<file path="config.mk">
export PLATFORM = sky130hd
export DESIGN_NAME = display_scan
export DESIGN_NICKNAME = d
export VERILOG_FILES = /design/src/rtl/display_pkg.sv /design/src/rtl/hex_to_7seg.sv /design/src/rtl/display_scan.sv
export SDC_FILE = /design/constraint.sdc
export NUM_CORES = 1
export LEC_CHECK = 0
export CAP_MARGIN = 30
export CORE_AREA = 2 2 73 75
export DETAILED_ROUTE_END_ITERATION = 10
export DIE_AREA = 0 0 75 77
export PLACE_DENSITY = 0.72
export SYNTH_ARGS = -nofsm -noshare
export SYNTH_HDL_FRONTEND = slang
export SYNTH_SLANG_ARGS = --single-unit
</file>
<file path="constraint.sdc">
create_clock -name clk -period 3.4 [get_ports clk]
set_input_delay 0.34 -clock clk [delete_from_list [all_inputs] [get_ports clk]]
set_output_delay 0.34 -clock clk [all_outputs]
set_load 0.005 [all_outputs]
</file>
<file path="src/rtl/display_pkg.sv">
`default_nettype none
// ============================================================================
// Module      : display_pkg
// Description : Shared definitions for the seven-segment display scanner.
//               Active-low segment patterns ({g,f,e,d,c,b,a}), all-off
//               constants and the scan FSM state type.
// Ports       : none (package)
// Revision    : 1.0 - initial release
// ============================================================================
package display_pkg;

    localparam logic [6:0] SEG_OFF = 7'b1111111;
    localparam logic [3:0] AN_OFF  = 4'b1111;

    // Width of the blanking down-counter; covers the full legal range 0..4999.
    localparam int c_CNT_W = 13;

    // Hex-to-segment patterns, entry n holds the glyph for nibble value n.
    localparam logic [15:0][6:0] c_SEG_LUT = {
        7'b0001110,   // F
        7'b0000110,   // E
        7'b0100001,   // d
        7'b1000110,   // C
        7'b0000011,   // b
        7'b0001000,   // A
        7'b0010000,   // 9
        7'b0000000,   // 8
        7'b1111000,   // 7
        7'b0000010,   // 6
        7'b0010010,   // 5
        7'b0011001,   // 4
        7'b0110000,   // 3
        7'b0100100,   // 2
        7'b1111001,   // 1
        7'b1000000    // 0
    };

    typedef enum logic [1:0] {
        OFF   = 2'd0,
        BLANK = 2'd1,
        SHOW  = 2'd2
    } state_t;

endpackage
`default_nettype wire

</file>
<file path="src/rtl/hex_to_7seg.sv">
`default_nettype none
// ============================================================================
// Module      : hex_to_7seg
// Description : Combinational hex nibble to active-low seven-segment decoder.
// Ports       : i_nibble [3:0] - hex digit to decode
//               o_seg    [6:0] - segment pattern {g,f,e,d,c,b,a}, active-low
// Revision    : 1.0 - initial release
// ============================================================================
module hex_to_7seg
    import display_pkg::*;
(
    input  logic [3:0] i_nibble,
    output logic [6:0] o_seg
);

    assign o_seg = c_SEG_LUT[i_nibble];

endmodule
`default_nettype wire

</file>
<file path="src/rtl/display_scan.sv">
`default_nettype none
// ============================================================================
// Module      : display_scan
// Description : Four-digit common-anode seven-segment scanner. Each rising
//               edge of clk_dividido (sampled as data) advances the digit,
//               with an all-off blanking gap of BLANK_CYCLES clk cycles at
//               every digit change. The 16-bit value is latched once per
//               frame, when digit 0 becomes active.
//               Optional macro DISPLAY_SCAN_LZB_EN enables leading-zero
//               blanking of digits 3..1 (anodes still scan).
// Ports       : clk          - system clock, rising edge
//               rst_n        - synchronous reset, active-low
//               clk_dividido - scan rate square wave (data, not a clock)
//               value [15:0] - four hex digits, [3:0] is rightmost
//               dp_in [3:0]  - per-digit decimal point, active-high
//               an    [3:0]  - anode enables, active-low, [3] leftmost
//               seg   [6:0]  - segments {g,f,e,d,c,b,a}, active-low
//               dp           - decimal point, active-low
// Revision    : 1.0 - initial release
// ============================================================================
module display_scan
    import display_pkg::*;
#(
    parameter int BLANK_CYCLES = 100
) (
    input  logic        clk,
    input  logic        rst_n,
    input  logic        clk_dividido,
    input  logic [15:0] value,
    input  logic [3:0]  dp_in,
    output logic [3:0]  an,
    output logic [6:0]  seg,
    output logic        dp
);

    localparam logic [c_CNT_W-1:0] c_BLANK      = c_CNT_W'(BLANK_CYCLES);
    localparam bit                 c_BLANK_ZERO = (BLANK_CYCLES == 0);

    logic               r_cd_q;
    logic               r_tick;
    logic               w_tick;
    state_t             r_state;
    state_t             w_state_nxt;
    logic [c_CNT_W-1:0] r_cnt;
    logic [c_CNT_W-1:0] w_cnt_nxt;
    logic [1:0]         r_idx;
    logic [1:0]         w_idx_inc;
    logic [15:0]        r_frame;
    logic [3:0]         r_frame_dp;
    logic [3:0]         w_nibble;
    logic [6:0]         w_seg_dec;
    logic               w_lz;
    logic [3:0]         w_an_nxt;
    logic [6:0]         w_seg_nxt;
    logic               w_dp_nxt;

    // Rising-edge detect; the tick is registered so the FSM sees it one
    // cycle after the input rises.
    assign w_tick    = clk_dividido & ~r_cd_q;
    assign w_idx_inc = r_idx + 2'd1;

    // ------------------------------------------------------------------
    // State register and scan datapath
    // ------------------------------------------------------------------
    always_ff @(posedge clk) begin
        if (!rst_n) begin
            r_cd_q     <= 1'b1;   // input high at reset must not tick
            r_tick     <= 1'b0;
            r_state    <= OFF;
            r_cnt      <= '0;
            r_idx      <= 2'd3;   // first tick lands on digit 0
            r_frame    <= '0;
            r_frame_dp <= '0;
        end else begin
            r_cd_q  <= clk_dividido;
            r_tick  <= w_tick;
            r_state <= w_state_nxt;
            r_cnt   <= w_cnt_nxt;
            if (r_tick) begin
                r_idx <= w_idx_inc;
                // Latch a whole frame only as digit 0 starts.
                if (w_idx_inc == 2'd0) begin
                    r_frame    <= value;
                    r_frame_dp <= dp_in;
                end
            end
        end
    end

    // ------------------------------------------------------------------
    // Next-state logic
    // ------------------------------------------------------------------
    always_comb begin
        w_state_nxt = r_state;
        w_cnt_nxt   = r_cnt;
        case (r_state)
            OFF, SHOW, BLANK: begin
                if (r_tick) begin
                    if (c_BLANK_ZERO) begin
                        w_state_nxt = SHOW;
                        w_cnt_nxt   = '0;
                    end else begin
                        w_state_nxt = BLANK;
                        w_cnt_nxt   = c_BLANK;
                    end
                end else if (r_state == BLANK) begin
                    // Leave as the counter hits zero: exactly BLANK_CYCLES
                    // cycles are spent in BLANK.
                    if (r_cnt <= c_CNT_W'(1)) begin
                        w_state_nxt = SHOW;
                        w_cnt_nxt   = '0;
                    end else begin
                        w_cnt_nxt = r_cnt - c_CNT_W'(1);
                    end
                end
            end
            default: begin
                w_state_nxt = OFF;
                w_cnt_nxt   = '0;
            end
        endcase
    end

    // ------------------------------------------------------------------
    // Output decode (registered below)
    // ------------------------------------------------------------------
    assign w_nibble = r_frame[{r_idx, 2'b00} +: 4];

    hex_to_7seg u_hex_to_7seg (
        .i_nibble (w_nibble),
        .o_seg    (w_seg_dec)
    );

`ifdef DISPLAY_SCAN_LZB_EN
    // Digit k blanks when it and every digit to its left are zero.
    always_comb begin
        w_lz = 1'b0;
        case (r_idx)
            2'd3:    w_lz = (r_frame[15:12] == 4'h0);
            2'd2:    w_lz = (r_frame[15:8]  == 8'h00);
            2'd1:    w_lz = (r_frame[15:4]  == 12'h000);
            default: w_lz = 1'b0;
        endcase
    end
`else
    assign w_lz = 1'b0;
`endif

    always_comb begin
        w_an_nxt  = AN_OFF;
        w_seg_nxt = SEG_OFF;
        w_dp_nxt  = 1'b1;
        if (r_state == SHOW) begin
            w_an_nxt  = ~(4'b0001 << r_idx);
            w_seg_nxt = w_lz ? SEG_OFF : w_seg_dec;
            w_dp_nxt  = ~r_frame_dp[r_idx];
        end
    end

    always_ff @(posedge clk) begin
        if (!rst_n) begin
            an  <= AN_OFF;
            seg <= SEG_OFF;
            dp  <= 1'b1;
        end else begin
            an  <= w_an_nxt;
            seg <= w_seg_nxt;
            dp  <= w_dp_nxt;
        end
    end

endmodule
`default_nettype wire

</file>
==> flow_summary.toml <==
[outcome]
outcome = "complete, no violations"

[timing]
maxSlewHeadroom_pct = 56.9
final_max_slew_viol_count = 0
final.period_utilization_pct = 62.1
skew_ns = 0.0120
rsz0062_at_grt = "false"
hold_viol_final = 0
tns_ns = 0
fmax_ghz = 0.474
tightest_slew_ns = 0.647
fin_crit_ns = 2.11
setup_viol = 0

[setup_path]
slowest_stage = "mux4_2"
required_ns = 3.57
r2r-start = "r_idx[0]"
worstSetupEndpointType = "flop"
ff2ff_setup_slack_ns = 1.29
crit_fanout = 9
crit_buf_inv = 1
cpLargestDelayFamily = "multiplexers"
start_kind = "flop"
worstPathArrival_ns = 2.28
crit_chain = "mux4_2 > inv_1 > ha_1 > o211ai_1 > o211ai_1"
r2r_cells = 5
critical-path-max-stage-delay_ns = 0.65
reg2reg_to = "seg[1]"
path_class = "reg -> reg"
crit_top_cell = "o211ai_1"

[logic_synthesis]
synthFlopType = "dfxtp_1"
yosysWarnings = 0
ys_top_cells_by_area = "dfxtp_1, nand2_1, a21boi_0, ha_1, mux4_2"
yosysUniqueCellTypes = 46
ys_ff_latch = 51
synth_area_mm2 = 0.00238
synthCells = 258
async_reset_ff_share_pct = 0
synth_edf_count = 0
yosys.area.top_type_share_pct = 42.9
synth_commonest_cells = "nand2_1, dfxtp_1, a21boi_0"
synth_area_leader_cell = "dfxtp_1"
post-synth-top-count-cell = "nand2_1"
seq_area_frac_synth_pct = 42.9
syn_area_per_cell_um2 = 9.23
synth_nets = 293

[route]
ant_nets = 0
wire_per_inst_um = 12.3
drc = 0
vias_per_cell = 5.13
vias = 1845
drt_pass1_iterations = 4
dr.first_iter.drc_count = 94
drt-total-wl_um = 4430

[min_path]
worstHoldStart = "r_cd_q"
min_path_cells = 1
hp-class = "reg -> reg"
worst_hold_path.endpoint = "r_tick"

[grt]
grt_max_degree = 21
grt_pass1_vias = 1711
grt_usage_pct = 16.7
antenna_found_initial = 0
grt_pass1_wl_um = 7670
grt_overflow = 0

[clock_network]
clk_latency_ns = 0.30
clockBufferDepth = 2
root_buffer = "clkbuf_8"
cts_buffers = 5
tritoncts = "yes"
clk_pin_slew_ns = 0.10
cts_resized = 0
cts_sinks = 51
h-tree-depth = 2
cts_hold_buf = 0
post_cts_buffers = 0

[placement]
portBuffers = 34
place.gp.congestion = 0.841
dp_hpwl_um = 3190
dp.cells = 352

[job]
maxCapViolCount = 0

[final_layout]
antenna_cells = 0
fin_cells = 360
synthToLayoutAreaGrowth_pct = 19.6
fin_nets = 324
final_layout_size_suffix_gt1_share_pct = 7.93

[floorplanning]
io_pins = 35
fp.dieW_um = 75
num_rows = 26
dieHeight_um = 77
coreArea_mm2 = 0.00498
dieArea_mm2 = 0.00578
initial_core_util_pct = 47.9

[pwr]
leakage_nw = 1.00
power.density_mw_per_mm2 = 385
peakVddDrop_mv = 0.278
-- layout make-up --
cell class | instances | area (um^2)
inverter | 10 | 37.5
fill | 467 | 2130
clock buffer | 5 | 68.8
timing repair buffer | 35 | 348
multi-input combinational | 186 | 1260
sequential | 51 | 1020
tap | 70 | 87.6
clock inverter | 3 | 23.8
-- routing by layer --
metal | vias to the layer above | global-route usage, % | wire length [um]
met5 | - | 0 | 0
met4 | 0 | 4.82 | 45
met3 | 4 | 3.29 | 140
met2 | 31 | 25.5 | 1970
met1 | 849 | 23.7 | 2270
li1 | 961 | - | -
-- flip-flops by register name, summed over array words and instances, names as in the netlist --
register and flops:
r_state 2, r_cnt 13, r_frame_dp 4, seg 7, r_cd_q 1, r_idx 2
r_frame 16, r_tick 1, an 4, dp 1
-- where the power goes --
group          switching (W)  internal, W
registers          0.0000142     0.000611
clock network       0.000204     0.000149
logic              0.0000579    0.0000624
total               0.000276     0.000822
-- how the worst max path moves through the flow --
| stage | startpoint | endpoint | cells after the start |
|---|---|---|---|
| floorplan | r_idx[0] | seg[1] | 6 |
| global placement | rst_n | r_cnt[11] | 5 |
| detailed placement | r_idx[0] | seg[1] | 5 |
| CTS | r_idx[0] | seg[1] | 5 |
| global route | r_idx[0] | seg[3] | 6 |
| finish | r_idx[0] | seg[1] | 5 |
-- logic make-up (layout without fill, tap and decap cells) --
group | after synthesis | after routing | synth area share [%]
AND/OR/NAND/NOR | 105 | 105 | 22.1
AO/OA/AOI/OAI | 56 | 56 | 16.9
flip-flops | 51 | 51 | 42.9
buffers and inverters | 21 | 53 | 4.15
adder cells (fa/ha/maj) | 12 | 12 | 6.30
multiplexers | 7 | 7 | 5.57
XOR/XNOR | 6 | 6 | 2.21
-- per-stage QoR --
step | hold WS [ns] | setup slack [ns] | power, W | util (%) | instance area [um^2]
6_report | 0.390 | 1.29 | 0.00110 | 57.2 | 2850
2_1_floorplan | 0.367 | 1.58 | 0.000712 | - | 2380
5_1_grt | 0.399 | 1.12 | 0.00114 | 57.2 | 2850
3_3_place_gp | 0.371 | 1.33 | 0.000757 | 55.4 | 2760
4_1_cts | 0.395 | 1.24 | 0.00111 | 57.2 | 2850
3_5_place_dp | 0.382 | 1.25 | 0.000758 | 55.4 | 2760
-- cells in the final DEF (no fill, tap or decap), drive strengths merged, types with 3 or more instances in the layout --
cell,instances
nor2,13
nand2,56
a21oi,14
nor4,4
dfxtp,51
nand2b,4
mux4,5
o211ai,3
nand4,5
o221ai,4
ha,12
xnor2,4
a21boi,20
clkdlybuf4s50,34
nand3,6
clkbuf,5
o21ai,3
or3,3
inv,11
Note: power is estimated with default switching activity, not from simulation.
